<file path="src/rtl/maxpool1_layer_pkg.sv">
// Shared constants and helpers for the first max-pool stage of the MNIST net.
// The optional output clamp is selected with the MAXPOOL1_RELU_EN macro (see top).
package maxpool1_layer_pkg;

    // Per-channel pixel width; pixels are two's-complement signed.
    localparam int DW = 8;

    // Frame geometry on either side of this stage.
    localparam int CONV1_OUT_W = 24;
    localparam int CONV1_OUT_H = 24;
    localparam int POOL1_OUT_W = 12;
    localparam int POOL1_OUT_H = 12;

    // Number of feature channels produced by conv1.
    localparam int CONV1_CH = 3;

    // Signed maximum; a tie returns the shared value.
    function automatic logic signed [DW-1:0] smax(input logic signed [DW-1:0] a,
                                                  input logic signed [DW-1:0] b);
        return (a > b) ? a : b;
    endfunction

endpackage

</file>
<file path="src/rtl/maxpool1_layer_if.sv">
// Pixel stream bus around the max-pool stage.
// Handshake: valid-only, no ready. A beat transfers on every rising clock edge
// where the valid bit is high; the receiver must always accept it.
// master drives the input pixels and observes the pooled output; slave is the
// pooling block itself.
interface maxpool1_layer_if #(
    parameter int DW = maxpool1_layer_pkg::DW
);
    logic          in_valid;
    logic [DW-1:0] in_1;
    logic [DW-1:0] in_2;
    logic [DW-1:0] in_3;
    logic          out_valid;
    logic [DW-1:0] out_1;
    logic [DW-1:0] out_2;
    logic [DW-1:0] out_3;
    logic          out_last;

    modport master (
        output in_valid, in_1, in_2, in_3,
        input  out_valid, out_1, out_2, out_3, out_last
    );

    modport slave (
        input  in_valid, in_1, in_2, in_3,
        output out_valid, out_1, out_2, out_3, out_last
    );
endinterface

</file>
<file path="src/rtl/maxpool1_layer_channel.sv">
// One channel of the 2x2 max pool: column-pair hold register, half-width
// line buffer for row pairing, compare datapath and the output register.
// With MAXPOOL1_RELU_EN defined, negative pooled results are clamped to zero
// in front of the output register.
module maxpool1_channel #(
    parameter int IN_W = maxpool1_layer_pkg::CONV1_OUT_W,
    parameter int LW   = 1
) (
    input  logic                                   clk,
    input  logic                                   rst,
    input  logic                                   in_valid,
    input  logic                                   col_odd,
    input  logic                                   row_odd,
    input  logic [LW-1:0]                          lb_idx,
    input  logic signed [maxpool1_layer_pkg::DW-1:0] in_data,
    output logic signed [maxpool1_layer_pkg::DW-1:0] out_data
);
    import maxpool1_layer_pkg::*;

    logic signed [DW-1:0] hold;
    logic signed [DW-1:0] lbuf [IN_W/2];
    logic signed [DW-1:0] hmax;
    logic signed [DW-1:0] pooled;
    logic signed [DW-1:0] result;

    assign hmax   = smax(hold, in_data);
    assign pooled = smax(lbuf[lb_idx], hmax);

`ifdef MAXPOOL1_RELU_EN
    assign result = pooled[DW-1] ? '0 : pooled;
`else
    assign result = pooled;
`endif

    // Storage is always written before it is read, so it needs no reset.
    always_ff @(posedge clk) begin
        if (in_valid) begin
            if (!col_odd) begin
                hold <= in_data;
            end else if (!row_odd) begin
                lbuf[lb_idx] <= hmax;
            end
        end
    end

    // Output register loads only on a window-completing beat and holds otherwise.
    always_ff @(posedge clk or posedge rst) begin
        if (rst) begin
            out_data <= '0;
        end else if (in_valid && col_odd && row_odd) begin
            out_data <= result;
        end
    end

endmodule

</file>
<file path="src/rtl/maxpool1_layer.sv">
// 2x2 stride-2 max pool after conv1: three channels share one raster position
// counter and per-window control strobes; each channel owns its datapath.
// Optional feature macro: MAXPOOL1_RELU_EN (clamp negative outputs to zero).
module maxpool1_layer #(
    parameter int IN_W = maxpool1_layer_pkg::CONV1_OUT_W,
    parameter int IN_H = maxpool1_layer_pkg::CONV1_OUT_H,
    parameter int DW   = maxpool1_layer_pkg::DW
) (
    input  logic             clk,
    input  logic             rst,
    maxpool1_layer_if.slave  bus
);
    localparam int CW = (IN_W > 2) ? $clog2(IN_W) : 1;
    localparam int RW = (IN_H > 2) ? $clog2(IN_H) : 1;
    localparam int LW = (IN_W > 2) ? $clog2(IN_W / 2) : 1;

    // Frame geometry must tile exactly into 2x2 windows; the compare helper is
    // fixed at the package width.
    if ((IN_W % 2) != 0 || IN_W < 2 || (IN_H % 2) != 0 || IN_H < 2) begin : g_bad_geom
        $fatal(1, "maxpool1_layer: IN_W and IN_H must be even and >= 2");
    end
    if (DW != maxpool1_layer_pkg::DW) begin : g_bad_dw
        $fatal(1, "maxpool1_layer: DW must equal the package DW");
    end

    logic [CW-1:0] col;
    logic [RW-1:0] row;
    logic          col_end;
    logic          row_end;
    logic          emit;
    logic [LW-1:0] lb_idx;

    assign col_end = (col == CW'(IN_W - 1));
    assign row_end = (row == RW'(IN_H - 1));
    assign emit    = bus.in_valid & col[0] & row[0];
    assign lb_idx  = LW'(col >> 1);

    // Raster position of the next input beat; frozen while in_valid is low.
    always_ff @(posedge clk or posedge rst) begin
        if (rst) begin
            col <= '0;
            row <= '0;
        end else if (bus.in_valid) begin
            if (col_end) begin
                col <= '0;
                row <= row_end ? '0 : row + 1'b1;
            end else begin
                col <= col + 1'b1;
            end
        end
    end

    // One-cycle output strobe, flagged as last on the frame's final window.
    always_ff @(posedge clk or posedge rst) begin
        if (rst) begin
            bus.out_valid <= 1'b0;
            bus.out_last  <= 1'b0;
        end else begin
            bus.out_valid <= emit;
            bus.out_last  <= emit & col_end & row_end;
        end
    end

    maxpool1_channel #(.IN_W(IN_W), .LW(LW)) u_ch1 (
        .clk      (clk),
        .rst      (rst),
        .in_valid (bus.in_valid),
        .col_odd  (col[0]),
        .row_odd  (row[0]),
        .lb_idx   (lb_idx),
        .in_data  (bus.in_1),
        .out_data (bus.out_1)
    );

    maxpool1_channel #(.IN_W(IN_W), .LW(LW)) u_ch2 (
        .clk      (clk),
        .rst      (rst),
        .in_valid (bus.in_valid),
        .col_odd  (col[0]),
        .row_odd  (row[0]),
        .lb_idx   (lb_idx),
        .in_data  (bus.in_2),
        .out_data (bus.out_2)
    );

    maxpool1_channel #(.IN_W(IN_W), .LW(LW)) u_ch3 (
        .clk      (clk),
        .rst      (rst),
        .in_valid (bus.in_valid),
        .col_odd  (col[0]),
        .row_odd  (row[0]),
        .lb_idx   (lb_idx),
        .in_data  (bus.in_3),
        .out_data (bus.out_3)
    );

endmodule
</file>
<file path="src/flat_wrapper.sv">
// flat-port wrapper written by rule: the top's interface ports become plain ports
module maxpool1_layer_flat 
#(
    parameter int IN_W = maxpool1_layer_pkg::CONV1_OUT_W,
    parameter int IN_H = maxpool1_layer_pkg::CONV1_OUT_H,
    parameter int DW   = maxpool1_layer_pkg::DW
)
  (clk, rst, bus_in_valid, bus_in_1, bus_in_2, bus_in_3, bus_out_valid, bus_out_1, bus_out_2, bus_out_3, bus_out_last);
  maxpool1_layer_if #(.DW(DW)) bus_i ();
  input  logic clk;
  input  logic rst;
  input wire logic [$bits(bus_i.in_valid)-1:0] bus_in_valid;
  input wire logic [$bits(bus_i.in_1)-1:0] bus_in_1;
  input wire logic [$bits(bus_i.in_2)-1:0] bus_in_2;
  input wire logic [$bits(bus_i.in_3)-1:0] bus_in_3;
  output wire logic [$bits(bus_i.out_valid)-1:0] bus_out_valid;
  output wire logic [$bits(bus_i.out_1)-1:0] bus_out_1;
  output wire logic [$bits(bus_i.out_2)-1:0] bus_out_2;
  output wire logic [$bits(bus_i.out_3)-1:0] bus_out_3;
  output wire logic [$bits(bus_i.out_last)-1:0] bus_out_last;
  assign bus_i.in_valid = bus_in_valid;
  assign bus_i.in_1 = bus_in_1;
  assign bus_i.in_2 = bus_in_2;
  assign bus_i.in_3 = bus_in_3;
  assign bus_out_valid = bus_i.out_valid;
  assign bus_out_1 = bus_i.out_1;
  assign bus_out_2 = bus_i.out_2;
  assign bus_out_3 = bus_i.out_3;
  assign bus_out_last = bus_i.out_last;
  maxpool1_layer #(.IN_W(IN_W), .IN_H(IN_H), .DW(DW)) u_core (.clk(clk), .rst(rst), .bus(bus_i));
endmodule
</file>
<file path="config.mk">
export PLATFORM = sky130hd
export DESIGN_NAME = maxpool1_layer_flat
export DESIGN_NICKNAME = d
export VERILOG_FILES = /design/src/rtl/maxpool1_layer_pkg.sv /design/src/rtl/maxpool1_layer_if.sv /design/src/rtl/maxpool1_layer_channel.sv /design/src/rtl/maxpool1_layer.sv /design/src/flat_wrapper.sv
export SDC_FILE = /design/constraint.sdc
export NUM_CORES = 1
export LEC_CHECK = 0
export BUFFER_PORTS_ARGS = -buffer_cell sky130_fd_sc_hd__buf_4
export CAP_MARGIN = 40
export CORE_AREA = 2 2 264 136
export CTS_CLUSTER_SIZE = 8
export DETAILED_ROUTE_END_ITERATION = 16
export DIE_AREA = 0 0 266 138
export MAX_ROUTING_LAYER = met4
export PLACE_DENSITY = 0.69
export SKIP_LAST_GASP = 1
export SLEW_MARGIN = 30
export SYNTH_ARGS = -nofsm -noshare
export SYNTH_HDL_FRONTEND = slang
export SYNTH_HIERARCHICAL = 1
export SYNTH_SLANG_ARGS = --single-unit
</file>
<file path="constraint.sdc">
create_clock -name clk -period 7.2 [get_ports clk]
set_input_delay 0.36 -clock clk [delete_from_list [all_inputs] [get_ports clk]]
set_output_delay 0.36 -clock clk [all_outputs]
set_load 0.03 [all_outputs]
</file>
* Word-level counts from Yosys, hierarchy flattened
Memory sizes are Yosys's and may differ from the RTL's. Index checks and enable logic that the tools add are counted.
Word-level totals: bits in registers 60, memory bits (writable) 288, input port bits 27, output and inout bits 26, logic and storage cells 44, memories 3
Memory list:
- u_core.u_ch1.lbuf | depth 12, bits a word 8, read ports 1, clocked after Yosys merged registers in 0, wr ports 1, line maxpool1_layer_channel.sv:21 | logic signed [DW-1:0] lbuf [IN_W/2];
- u_core.u_ch2.lbuf | depth 12, bits a word 8, read ports 1, clocked after Yosys merged registers in 0, wr ports 1, line maxpool1_layer_channel.sv:21
- u_core.u_ch3.lbuf | depth 12, bits a word 8, read ports 1, clocked after Yosys merged registers in 0, wr ports 1, line maxpool1_layer_channel.sv:21
Operators by class: add/subtract/negate cells 2, order comparisons 6, equality and inequality tests 2, multiplexer cells 12, bitwise logic cells 5, reductions and logical operators 4
Operators with widths (number):
- > comparator 8 bit | 6
- two-way mux 8 bit | 6
- adder 5 x 1 -> 5 bit (second input constant) | 2
- equality test 5 bit (second input constant) | 2
- two-way mux 5 bit | 2
- AND 1 bit | 4
- two-way mux 1 bit | 4
- AND reduction 2 bit | 2
- logical AND 1 bit | 2
- inverter 1 bit | 1

* Longest topological paths before layout
Gate-level depths: netlist of the first run.
depth in word-level cells 4, mapped depth 15, mapped depth without buffers 15

* Hierarchy
Netlist of the first run, hierarchy kept.
Modules (own cells, without submodules):
- maxpool1_channel at u_core.u_ch2 ... | times used 2, cells each 280, area each 4835.9 um2, sequential area each 3323.2 um2
- maxpool1_channel at u_core.u_ch1 | times used 1, cells each 286, area each 4976.0 um2, sequential area each 3323.2 um2
- maxpool1_layer | times used 1, cells each 46, area each 571.8 um2, sequential area each 300.3 um2

* Worst setup path before layout of the first run
OpenSTA, ideal clock, no wires.
kind register to register, from register u_core.col[2], to register u_core/u_ch1/out_data[0] (netlist bit), library setup time 0.120 ns, arrival time 3.223 ns, data required time 7.080 ns, path slack 3.857 ns, stages on the path, launching flop included 12, path buffers 1, clock period less this slack 3.343 ns, path through dfrtp_1 buf_6 mux4_1 mux2_2 mux2_4 ha_1 or4_1 a221oi_2 a221o_2 o21a_4 o31ai_1 a31o_1
On the way: word-level cells in the longest chain between the ends 3
Ends and longest elaborated chain:
- start, declared | line maxpool1_layer.sv:26 | logic [CW-1:0] col;
- start signal, assigned | line maxpool1_layer.sv:48 | col <= col + 1'b1;
- memory (12 x 8 bit) *
- > comparator 8 bit | line maxpool1_layer_pkg.sv:20 | return (a > b) ? a : b;
- two-way mux 8 bit * | line maxpool1_layer_pkg.sv:20
- end signal, assigned | line maxpool1_layer_channel.sv:51 | out_data <= result;
- end, declared | line maxpool1_layer_channel.sv:16 | output logic signed [maxpool1_layer_pkg::DW-1:0] out_data
Every way passes the cells marked *; elsewhere a longest branch is shown, timed or not. A chain may end at the register's enable or synchronous reset.

* Final worst setup path of the first run
from register u_core.col[2], to register u_core/u_ch3/out_data[3] (netlist bit)
On the way: word-level cells in the longest chain between the ends 3
Ends and longest elaborated chain (line):
- memory (12 x 8 bit) *
- > comparator 8 bit | maxpool1_layer_pkg.sv:20
- two-way mux 8 bit * | maxpool1_layer_pkg.sv:20
- end signal, assigned | maxpool1_layer_channel.sv:51
- end, declared | maxpool1_layer_channel.sv:16
Marked as above.

==> metrics.md, run 1 <==
| Metric | Value |
|---|---|
| Outcome | completed |
| Type of element launching the critical path | flop |
| Core utilization of the finished layout | 51.80% |
| Final estimated routing congestion in global placement | 0.8726 |
| Vias per Instance | 5.726 |
| Beginning of the worst hold path | bus_in_valid |
| Cell with the largest stage delay on the worst path | sky130_fd_sc_hd__dfrtp_4 |
| Type of destination of the critical path | flop |
| Worst vdd ir | 0.1680 mV |
| DRT Pass-1 Iters | 5 |
| Worst-case clock skew | 23.15 ps |
| Unrepaired setup endpoints after global routing | no |
| Antenna violations before repair | 0 |
| Number of rows created at floorplan | 49 |
| Average wire per standard cell | 22.95 um |
| Crit path cell chain | buf_4 -> mux4_1 -> a22oi_1 -> nand2_1 -> ha_1 -> or4b_1 -> o32ai_2 -> nor2_1 -> a22oi_1 -> o21ai_1 |
| CTS HTree Levels | 2 |
| Clock insertion delay at the later pin of the skew report | 560 ps |
| Cells resized by post-CTS repair | 0 |
| Distinct cell type count after synthesis | 60 |
| Reg-to-Reg End | u_core/u_ch3/out_data[3] |
| Final number of hold-violating endpoints | 0 |
| Number of inserted filler cells in the final layout | 2777 |
| Final Slew Violations | 0 |
| Dpl hpwl | 23.68 mm |
| Placed instance count | 1406 |
| Area taken by multi-input logic gates | 4561 um2 |
| Critical Path Fanout Max | 48 |
| Clock root buffer master | sky130_fd_sc_hd__clkbuf_16 |
| Sequential cell area | 10280 um2 |
| Worst-margin pin slew | 827.7 ps |
| Max Cap Viol | 0 |
| Boundary Pins | 53 |
| Port-buffer cells | 52 |
| TritonCTS clock tree | built |
| Number of flops mapped to enable cells by yosys | 312 |
| Final Non-Filler Cells | 1531 |
| Total die area | 36710 um2 |
| Cell count after synthesis | 892 |
| Setup slack, reg-to-reg | 2840 ps |
| Initial Utilization | 43.71% |
| Mean Syn Cell Area | 17.06 um2 |
| Diodes inserted | 0 |
| Drt initial violations | 1147 |
| Wire length of the first global-routing pass | 53.27 mm |
| Grt total ovfl | 0 |
| Final min period | 4356 ps |
| Leakage dissipation | 6.595 nW |
| Largest stage delay on the critical path | 850 ps |
| Area added between synthesis and finish | 18.53% |
| Die Span X | 266 um |
| Post-detailed-route count of antenna-violating nets | 0 |
| Post-synthesis register bit count | 348 |
| Reg2reg start | u_core/col[2] |
| Setup_tns | 0 ps |
| Final period util | 60.49% |
| Top FF cell, synth | sky130_fd_sc_hd__edfxtp_1 |
| Remaining DRCs | 0 |
| Number of warnings reported in the yosys synthesis log | 6 |
| Clock slew at reported path FFs | 50 ps |
| Setup repair bufs after CTS | 0 |
| Most numerous cell on the critical path | sky130_fd_sc_hd__a22oi_1 |
| Class of the most critical hold timing path | primary input to flop |
| Endpoints failing setup | 0 |
| Number of global-route vias before repair | 8520 |
| Share of flip-flops with an asynchronous set or reset after synthesis | 10.34% |
| Worst Path Class, Setup | flop to flop |
| Mapped Area | 15220 um2 |
| Clock tree buffer depth | 3 |
| Arrival time at the worst endpoint | 4770 ps |
| Sequential cell area fraction in the yosys report | 67.48% |
| Clock sink count | 348 |
| Max_slew headroom | 44.61% |
| Post-placement setup slack | 2824 ps |
| Total core area | 34820 um2 |
| Via count | 8767 |
| Largest net degree at the start of global routing | 49 |
| Wirelength, routed | 35.13 mm |
| Endpoint of the worst hold-timing path | u_core/col[2] |
| Cts-stage hold buffer count | 25 |
| Setup slack after layout | 2844 ps |
| Worst hold path depth | 3 |
| Total CTS buffers | 49 |
| Final net count | 1108 |
| Power per cell area | 409.5 nW/um2 |
| Data required time at the worst endpoint | 7610 ps |
| Maximum clock rate | 229.6 MHz |
| Synthesized net count | 969 |
| GRT Util Overall | 19.93% |
| Die Y-Extent | 138 um |
| FF-to-FF path depth | 10 |
| Fraction of final layout cells with drive strength greater than 1 | 21.55% |
-- power breakdown --
| group | switching [mW] | internal, mW |
|---|---|---|
| Sequential | 0.207 | 2.53 |
| Combinational | 1.47 | 1.01 |
| Clock | 0.834 | 1.34 |
| Total | 2.51 | 4.88 |
-- state kept, by name (all words and copies together), names as in the netlist --
signal,cells
u_core/u_ch1/hold,8
u_core/bus.out_last,1
u_core/u_ch3/lbuf,96
u_core/u_ch2/hold,8
u_core/col,5
u_core/u_ch2/out_data,8
u_core/u_ch2/lbuf,96
u_core/bus.out_valid,1
u_core/u_ch3/out_data,8
u_core/u_ch1/out_data,8
u_core/u_ch3/hold,8
u_core/u_ch1/lbuf,96
u_core/row,5
-- worst max-delay path by stage --
stage | from | endpoint
after floorplan | u_core/col[2] | u_core/u_ch1/out_data[0]
after global placement | u_core/col[2] | u_core/u_ch3/out_data[6]
after detailed placement | u_core/col[2] | u_core/u_ch3/out_data[4]
after CTS | u_core/col[2] | u_core/u_ch3/out_data[3]
after global routing | u_core/col[2] | u_core/u_ch3/out_data[3]
final | u_core/col[2] | u_core/u_ch3/out_data[3]
-- area by class of cell --
class / count / share of cell area [%]
flip-flops and latches: 348 / 56.96
clock inverters: 3 / 0.3676
multi-input cells: 456 / 25.28
inverters: 61 / 1.269
clock buffers: 89 / 7.747
repair buffers: 115 / 5.188
well taps: 459 / 3.184
-- Yosys cell counts (all sizes together) (8+ instances only) --
cell / number / area (um2)
edfxtp: 312 / 9369
mux4: 72 / 1719
inv: 61 / 229.0
nand2: 56 / 217.7
ha: 50 / 625.6
nor2: 47 / 183.9
dfrtp: 36 / 900.9
mux2i: 29 / 290.3
a22oi: 28 / 210.2
o21ai: 24 / 123.9
a21oi: 22 / 151.4
nand3: 21 / 127.6
buf: 19 / 151.4
nor3: 15 / 85.08
nand2b: 11 / 68.82
clkbuf: 8 / 40.04
mux2: 8 / 93.83
o211ai: 8 / 95.09
-- worst max-delay path: cells and delay by family (launching register included) --
kind                     cells  cell delay [ps]
AND/OR/NAND/NOR              3              870
AO/OA/AOI/OAI                4              860
flip-flops                   1              850
adder cells (fa/ha/maj)      1              210
multiplexers                 1              650
buffers and inverters        1              710
-- routing by layer --
metal	track usage (%)	vias to the layer above	routed length, um	part of all wire (%)
li1	-	3852	-	-
met1	31.96	4465	16850	48
met2	24.53	405	14030	40
met3	6.234	45	3859	11
met4	3.578	0	398	1.1
met5	-	-	0	0
-- per-stage QoR --
step	hold WS (ps)	total power, mW	instance area, um2
3_3_place_gp	389.3	5.111	16110
3_5_place_dp	390.0	5.197	16260
2_1_floorplan	175.7	4.457	15220
5_1_grt	213.0	7.748	18040
4_1_cts	181.8	7.403	17980
6_report	207.2	7.388	18040
-- cell families after synthesis --
kind of cell / after synthesis / synth area share (%)
buffers and inverters: 88 / 2.762
flip-flops: 348 / 67.48
AND/OR/NAND/NOR: 181 / 5.985
AO/OA/AOI/OAI: 112 / 5.615
multiplexers: 109 / 13.82
adder cells (fa/ha/maj): 50 / 4.110
XOR/XNOR: 4 / 0.2302
-- placed cells by master (no fill, tap or decap), types with 5 or more instances in the layout --
cell type	count
sky130_fd_sc_hd__nor2b_1	7
sky130_fd_sc_hd__mux4_2	46
sky130_fd_sc_hd__nand3b_1	6
sky130_fd_sc_hd__a22oi_1	28
sky130_fd_sc_hd__edfxtp_1	312
sky130_fd_sc_hd__ha_1	50
sky130_fd_sc_hd__clkbuf_1	39
sky130_fd_sc_hd__nand2b_1	11
sky130_fd_sc_hd__buf_4	87
sky130_fd_sc_hd__nand2_1	55
sky130_fd_sc_hd__mux2i_1	29
sky130_fd_sc_hd__nor3_1	8
sky130_fd_sc_hd__o211ai_2	7
sky130_fd_sc_hd__nand3_1	18
sky130_fd_sc_hd__a21oi_1	17
sky130_fd_sc_hd__mux4_1	26
sky130_fd_sc_hd__o21ai_1	16
sky130_fd_sc_hd__nor2_1	46
sky130_fd_sc_hd__nand4_1	7
sky130_fd_sc_hd__inv_1	61
sky130_fd_sc_hd__clkbuf_16	50
sky130_fd_sc_hd__o21ai_0	7
sky130_fd_sc_hd__mux2_2	5
sky130_fd_sc_hd__nor3_2	6
sky130_fd_sc_hd__dlygate4sd3_1	25
sky130_fd_sc_hd__dfrtp_1	33
Power figures use the tool's default switching activity.
==> run 2: changes to the inputs <==
--- a/config.mk
+++ b/config.mk
@@ -12,7 +12,7 @@
 export DETAILED_ROUTE_END_ITERATION = 16
 export DIE_AREA = 0 0 266 138
 export MAX_ROUTING_LAYER = met4
-export PLACE_DENSITY = 0.69
+export PLACE_DENSITY = 0.72
 export SKIP_LAST_GASP = 1
 export SLEW_MARGIN = 30
 export SYNTH_ARGS = -nofsm -noshare
==> constraint.sdc (replaced) <==
create_clock -name clk -period 3.9 [get_ports clk]
set_input_delay 0.195 -clock clk [delete_from_list [all_inputs] [get_ports clk]]
set_output_delay 0.195 -clock clk [all_outputs]
set_load 0.03 [all_outputs]
==> run 2 against run 1 <==
Effect of this change:
- clock power grew 76%
- die area is the same
- total power increased by 82%
- sequential cell count unchanged
- non-clock buffer count rose by 18
- core utilization rose by 0.12 points
- largest power group unchanged
- worst setup slack got worse by 2700 ps
- design area is 0.24% higher
- critical path type unchanged
- final cell count increased by 0.65%
- count of clock-buffer cells in the layout is 7 lower
- clock skew is 14 ps higher
==> metrics.md, run 2 (same netlist as run 1, synthesis figures left out) <==
| Metric | Value |
|---|---|
| Port-buffer cells | 52 |
| Drt initial violations | 1057 |
| Initial Utilization | 43.71% |
| Remaining DRCs | 0 |
| CTS HTree Levels | 2 |
| Data required time at the worst endpoint | 4330 ps |
| Arrival time at the worst endpoint | 4180 ps |
| Final net count | 1126 |
| Boundary Pins | 53 |
| Max_slew headroom | 44.11% |
| Worst-case clock skew | 37.28 ps |
| Leakage dissipation | 6.642 nW |
| Critical Path Sink | u_core/u_ch2/out_data[6] |
| Final min period | 3748 ps |
| Reg2reg start | u_core/u_ch2/hold[7] |
| Number of global-route vias before repair | 8341 |
| Final Slew Violations | 0 |
| Crit path cell chain | ha_1 -> nand4_1 -> o32ai_1 -> a31oi_1 -> a21oi_4 -> mux2i_1 -> ha_1 -> a21oi_1 -> a21boi_0 -> o32ai_2 -> nor2_1 -> a22oi_1 -> o21ai_1 |
| Fraction of final layout cells with drive strength greater than 1 | 22.74% |
| Total die area | 36710 um2 |
| Final estimated routing congestion in global placement | 0.8362 |
| GRT Util Overall | 18.69% |
| DRT Pass-1 Iters | 5 |
| Most numerous cell on the critical path | sky130_fd_sc_hd__ha_1 |
| Setup_tns | 0 ps |
| Via count | 8533 |
| Crit. Startpoint | u_core/u_ch2/hold[7] |
| Final number of hold-violating endpoints | 0 |
| Outcome | completed |
| Wirelength, routed | 33.24 mm |
| Endpoints failing setup | 0 |
| Most common cell after layout, fill and taps aside | sky130_fd_sc_hd__edfxtp_1 |
| Cell with the largest stage delay on the worst path | sky130_fd_sc_hd__mux2i_1 |
| Critical Path Fanout Max | 8 |
| Maximum clock rate | 266.8 MHz |
| FF-to-FF path depth | 13 |
| Diodes inserted | 0 |
| Average wire per standard cell | 21.57 um |
| Class of the most critical hold timing path | primary input to flop |
| Clock tree buffer depth | 3 |
| Clock insertion delay at the later pin of the skew report | 560 ps |
| Worst Path Class, Setup | flop to flop |
| Unrepaired setup endpoints after global routing | no |
| Die Span X | 266 um |
| Worst-margin pin slew | 835.2 ps |
| Largest net degree at the start of global routing | 31 |
| Largest registers | u_core/u_ch1/lbuf (96), u_core/u_ch2/lbuf (96), u_core/u_ch3/lbuf (96) |
| Max Cap Viol | 0 |
| Antenna violations before repair | 0 |
| Setup slack, reg-to-reg | 150 ps |
| Vias per Instance | 5.537 |
| Largest stage delay on the critical path | 510 ps |
| TritonCTS clock tree | built |
| Number of inserted filler cells in the final layout | 2776 |
| Total core area | 34820 um2 |
| Wire length of the first global-routing pass | 50.62 mm |
| Grt total ovfl | 0 |
| Total Power | 13.47 mW |
| Final period util | 96.11% |
| Worst vdd ir | 0.3696 mV |
| Power per cell area | 744.9 nW/um2 |
| Clock slew at reported path FFs | 50 ps |
| Clock sink count | 348 |
| Type of destination of the critical path | flop |
| Number of rows created at floorplan | 49 |
| Post-detailed-route count of antenna-violating nets | 0 |
| Commonest non-fill, non-tap cells in the layout | sky130_fd_sc_hd__edfxtp_1, sky130_fd_sc_hd__buf_4, sky130_fd_sc_hd__inv_1 |
| Area added between synthesis and finish | 18.81% |
| Clock root buffer master | sky130_fd_sc_hd__clkbuf_16 |
| Reg-to-Reg End | u_core/u_ch2/out_data[6] |
| Type of element launching the critical path | flop |
| Total CTS buffers | 49 |
| Dpl hpwl | 22.38 mm |
| Die Y-Extent | 138 um |
## run 2: worst min path at each step
stage                  from                       end  cells after the start
2_1_floorplan           rst  u_core/u_ch1/out_data[0]                      1
3_3_place_gp            rst  u_core/u_ch3/out_data[5]                      2
3_5_place_dp            rst  u_core/u_ch3/out_data[5]                      2
4_1_cts        bus_in_valid             u_core/col[2]                      3
5_1_grt        bus_in_valid             u_core/col[2]                      3
6_report       bus_in_valid             u_core/col[2]                      3
## run 2: worst max-delay path: cells and delay by family (launching register included)
family / cells / cell delay (ps)
compound gates: 8 / 1690
fa+ha+maj: 2 / 690
mux: 1 / 510
flops: 1 / 390
simple gates: 2 / 340
## run 2: cell type report
cell class,count,area [um2],area share [%]
sequential,348,10280,56.83
clock inverter,2,25.02,0.1384
multi-input combinational,456,4537,25.09
tap,459,574.3,3.176
clock buffer,82,1350,7.466
inverter,61,229.0,1.266
timing repair buffer,133,1091,6.034
## run 2: metrics by stage
stage / hold slack, ps / util, % / worst slack, ps / instances / cell area, um2
floorplan: 10.66 / - / 556.9 / 892 / 15220
global placement: 243.4 / 46.81 / 327.5 / 1411 / 16300
detailed placement: 259.0 / 46.94 / 272.6 / 1417 / 16350
CTS: 27.05 / 51.61 / 239.9 / 1526 / 17970
global route: 37.19 / 51.93 / 40.58 / 1541 / 18080
finish: 38.35 / 51.93 / 151.7 / 1541 / 18080
## run 2: power by group
group / internal [mW] / leakage [nW] / switching [mW] / total, mW
Sequential: 4.67 / 3.29 / 0.309 / 4.98
Clock: 2.33 / 0.657 / 1.50 / 3.82
Combinational: 1.98 / 2.70 / 2.69 / 4.67
Total: 8.97 / 6.64 / 4.50 / 13.5
## run 2: routing by layer
layer | track usage, % | vias up | part of all wire [%]
met2 | 24.08 | 309 | 41
met4 | 3.903 | 0 | 1.0
met1 | 29.63 | 4331 | 49
met3 | 4.613 | 30 | 8.1
met5 | - | - | 0
li1 | - | 3863 | -
## run 2: what timing repair did
item | 4_1_cts | 5_1_grt
hold buffers | 25 | 0
endpoints found under the hold margin | 64 | 0
setup endpoints to repair | 0 | 9
setup buffers | 0 | 3
gates resized for setup | 0 | 2
==> run 3: changes to the inputs <==
--- a/config.mk
+++ b/config.mk
@@ -5,12 +5,13 @@
 export SDC_FILE = /design/constraint.sdc
 export NUM_CORES = 1
 export LEC_CHECK = 0
+export ABC_AREA = 1
 export BUFFER_PORTS_ARGS = -buffer_cell sky130_fd_sc_hd__buf_4
 export CAP_MARGIN = 40
-export CORE_AREA = 2 2 264 136
-export CTS_CLUSTER_SIZE = 8
+export CORE_AREA = 2 2 275 141
+export CTS_CLUSTER_SIZE = 14
 export DETAILED_ROUTE_END_ITERATION = 16
-export DIE_AREA = 0 0 266 138
+export DIE_AREA = 0 0 277 143
 export MAX_ROUTING_LAYER = met4
 export PLACE_DENSITY = 0.72
 export SKIP_LAST_GASP = 1
==> run 3 against run 2 <==
Effect of this change:
- area after synthesis rose by 8.8%
- largest power group is now combinational cells
- critical path depth rose by 3
- sequential cell count did not move
- highest routed layer unchanged
- fmax rose by 6.5%
- clock skew fell by 15 ps
- register-to-register slack improved by 230 ps
==> metrics.md, run 3 <==
| Metric | Value |
|---|---|
| Outcome | completed |
| Critical Path Fanout Max | 13 |
| Final number of hold-violating endpoints | 0 |
| Type of destination of the critical path | flop |
| Worst Path Class, Setup | flop to flop |
| Mean Syn Cell Area | 9.400 um2 |
| CTS HTree Levels | 2 |
| Synth area leaders | sky130_fd_sc_hd__edfxtp_1, sky130_fd_sc_hd__nand2_1, sky130_fd_sc_hd__dfrtp_1, sky130_fd_sc_hd__ha_1, sky130_fd_sc_hd__inv_1 |
| Area leader, netlist | sky130_fd_sc_hd__edfxtp_1 |
| Leakage dissipation | 8.861 nW |
| Final min period | 3520 ps |
| Post-Place Cell Area | 17800 um2 |
| Commonest non-fill, non-tap cells in the layout | sky130_fd_sc_hd__nand2_1, sky130_fd_sc_hd__edfxtp_1, sky130_fd_sc_hd__inv_1 |
| Number of inserted filler cells in the final layout | 3310 |
| Arrival time at the worst endpoint | 3990 ps |
| Total CTS buffers | 34 |
| Worst slack on hold paths | 73.39 ps |
| Diodes inserted | 0 |
| Drt initial violations | 948 |
| Endpoint of the worst hold-timing path | u_core/col[0] |
| Clock slew at reported path FFs | 60 ps |
| Number of global-route vias before repair | 11.34k |
| Maximum clock rate | 284.1 MHz |
| Share of the synthesized area in the top cell type | 56.60% |
| Final period util | 90.26% |
| Post-detailed-route count of antenna-violating nets | 0 |
| Placed instance count | 2334 |
| Area added between synthesis and finish | 15.59% |
| Worst hold path depth | 3 |
| Final net count | 1980 |
| Clock tree buffer depth | 3 |
| Total die area | 39610 um2 |
| Endpoints failing setup | 0 |
| Final Slew Violations | 0 |
| FF-to-FF path depth | 16 |
| Top cells by count, synth | sky130_fd_sc_hd__nand2_1, sky130_fd_sc_hd__edfxtp_1, sky130_fd_sc_hd__inv_1, sky130_fd_sc_hd__nor2_1, sky130_fd_sc_hd__nand3_1 |
| Setup repair bufs after CTS | 0 |
| Clock root buffer master | sky130_fd_sc_hd__clkbuf_16 |
| Unrepaired setup endpoints after global routing | no |
| Final cell area excluding filler cells | 19130 um2 |
| Die Span X | 277 um |
| Total core area | 37040 um2 |
| Power per cell area | 738.0 nW/um2 |
| Wirelength, routed | 37.65 mm |
| Dpl hpwl | 25.15 mm |
| GRT Util Overall | 19.77% |
| Cell count after synthesis | 1761 |
| Number of rows created at floorplan | 50 |
| Distinct cell type count after synthesis | 28 |
| Via count | 11.95k |
| Number of flops mapped to enable cells by yosys | 312 |
| Worst-case clock skew | 22.53 ps |
| Synthesized net count | 1838 |
| Remaining DRCs | 0 |
| Reg2reg start | u_core/u_ch1/hold[7] |
| Setup_tns | 0 ps |
| Final Non-Filler Cells | 2421 |
| Worst-margin pin slew | 845.2 ps |
| Max Cap Viol | 0 |
| Sequential cell area fraction in the yosys report | 62.04% |
| Top FF cell, synth | sky130_fd_sc_hd__edfxtp_1 |
| Average wire per standard cell | 15.55 um |
| Most common cell after layout, fill and taps aside | sky130_fd_sc_hd__nand2_1 |
| Wire length of the first global-routing pass | 59.52 mm |
| Reg-to-Reg End | u_core/u_ch1/out_data[2] |
| Number of warnings reported in the yosys synthesis log | 6 |
| Most frequently used cell type in the post-synthesis netlist | sky130_fd_sc_hd__nand2_1 |
| Boundary Pins | 53 |
| Beginning of the worst hold path | bus_in_valid |
| DRT Pass-1 Iters | 5 |
| Antenna violations before repair | 0 |
| Final estimated routing congestion in global placement | 0.8640 |
| Largest registers | u_core/u_ch1/lbuf (96), u_core/u_ch2/lbuf (96), u_core/u_ch3/lbuf (96) |
| Max_slew headroom | 43.22% |
| Class of the most critical hold timing path | primary input to flop |
| TritonCTS clock tree | built |
| Worst vdd ir | 0.3111 mV |
| Vias per Instance | 4.935 |
| Core utilization of the finished layout | 51.67% |
| Die Y-Extent | 143 um |
| Clock sink count | 348 |
| Setup slack, reg-to-reg | 380 ps |
| Port-buffer cells | 52 |
| Data required time at the worst endpoint | 4370 ps |
| Fraction of final layout cells with drive strength greater than 1 | 11.00% |
| Post-synthesis register bit count | 348 |
| Share of flip-flops with an asynchronous set or reset after synthesis | 10.34% |
| Largest net degree at the start of global routing | 33 |
| Type of element launching the critical path | flop |
| Initial Utilization | 44.70% |
| Clock insertion delay at the later pin of the skew report | 530 ps |
| Mapped Area | 16550 um2 |
| Grt total ovfl | 0 |
run 3: cell count changes in the layout (fill, tap and decap cells not counted), sizes merged, moves of 42 or more:
cell	previous run	this run
clkbuf	89	47
nor2	47	111
inv	62	164
mux4	72	0
nand2	56	889
nand3	21	63
run 3: area by class of cell:
cell class                 instances  area (um2)  share of cell area (%)
sequential                       348       10270                   53.70
multi-input combinational       1210        5395                   28.20
timing repair buffer             145        1151                   6.016
clock buffer                      46       979.7                   5.120
inverter                         164       625.6                   3.269
tap                              494       618.1                   3.230
clock inverter                    14       90.09                  0.4708
run 3: worst max-delay path, stage by stage (launching register included):
cell,delay (ps)
sky130_fd_sc_hd__edfxtp_1,410
sky130_fd_sc_hd__ha_1,360
sky130_fd_sc_hd__nand2_1,80
sky130_fd_sc_hd__nor2_1,190
sky130_fd_sc_hd__nand2_1,110
sky130_fd_sc_hd__nand2_1,90
sky130_fd_sc_hd__nand2_2,130
sky130_fd_sc_hd__nand3_2,170
sky130_fd_sc_hd__nand2_1,90
sky130_fd_sc_hd__nand2_1,420
sky130_fd_sc_hd__inv_1,90
sky130_fd_sc_hd__ha_1,330
sky130_fd_sc_hd__a41oi_2,410
sky130_fd_sc_hd__nand2_1,280
sky130_fd_sc_hd__nand3_1,150
sky130_fd_sc_hd__nand2_1,80
sky130_fd_sc_hd__nand2_1,60
run 3: logic make-up (layout without fill, tap and decap cells):
kind of cell,count (synthesis),count (layout),share of synthesized area [%]
AOI/OAI and AO/OA,21,21,0.7710
adders and majority gates,50,50,3.779
DFF,348,348,62.04
and+or+nand+nor,1138,1138,27.91
muxes,1,1,0.06802
buffers and inverters,203,369,5.427
run 3: stage by stage:
stage	setup WS (ps)	power [mW]
final	379.8	14.12
after global routing	12.35	15.15
after CTS	433.4	14.17
after detailed placement	470.7	10.93
after global placement	566.9	10.84
after floorplan	873.7	9.228
run 3: worst max-delay path by stage:
stage / start / to / slack [ps] / cells past startpoint
global placement: u_core/u_ch1/hold[7] / u_core/u_ch1/out_data[4] / 570 / 16
floorplan: u_core/u_ch2/hold[7] / u_core/u_ch2/out_data[0] / 870 / 16
global route: u_core/u_ch1/hold[7] / u_core/u_ch1/out_data[4] / 10 / 19
finish: u_core/u_ch1/hold[7] / u_core/u_ch1/out_data[2] / 380 / 16
detailed placement: u_core/u_ch1/hold[7] / u_core/u_ch1/out_data[4] / 470 / 16
CTS: u_core/u_ch1/hold[7] / u_core/u_ch1/out_data[4] / 430 / 16
run 3: power by group:
| group | total, mW | internal [mW] | switching, mW |
|---|---|---|---|
| sequential | 4.93 | 4.65 | 0.276 |
| combinational | 6.01 | 1.84 | 4.16 |
| clock | 3.19 | 1.83 | 1.36 |
run 3: repair_timing:
action                     CTS  global route
hold endpoints to repair    63             0
hold buffers                25             0
gates resized for setup      0             0
setup endpoints to repair    0             0
run 3: layer usage:
metal / GRT usage, % / wire length (um)
met4: 6.608 / 942
met3: 2.749 / 2275
met1: 25.40 / 16440
met5: - / 0
met2: 32.68 / 17980
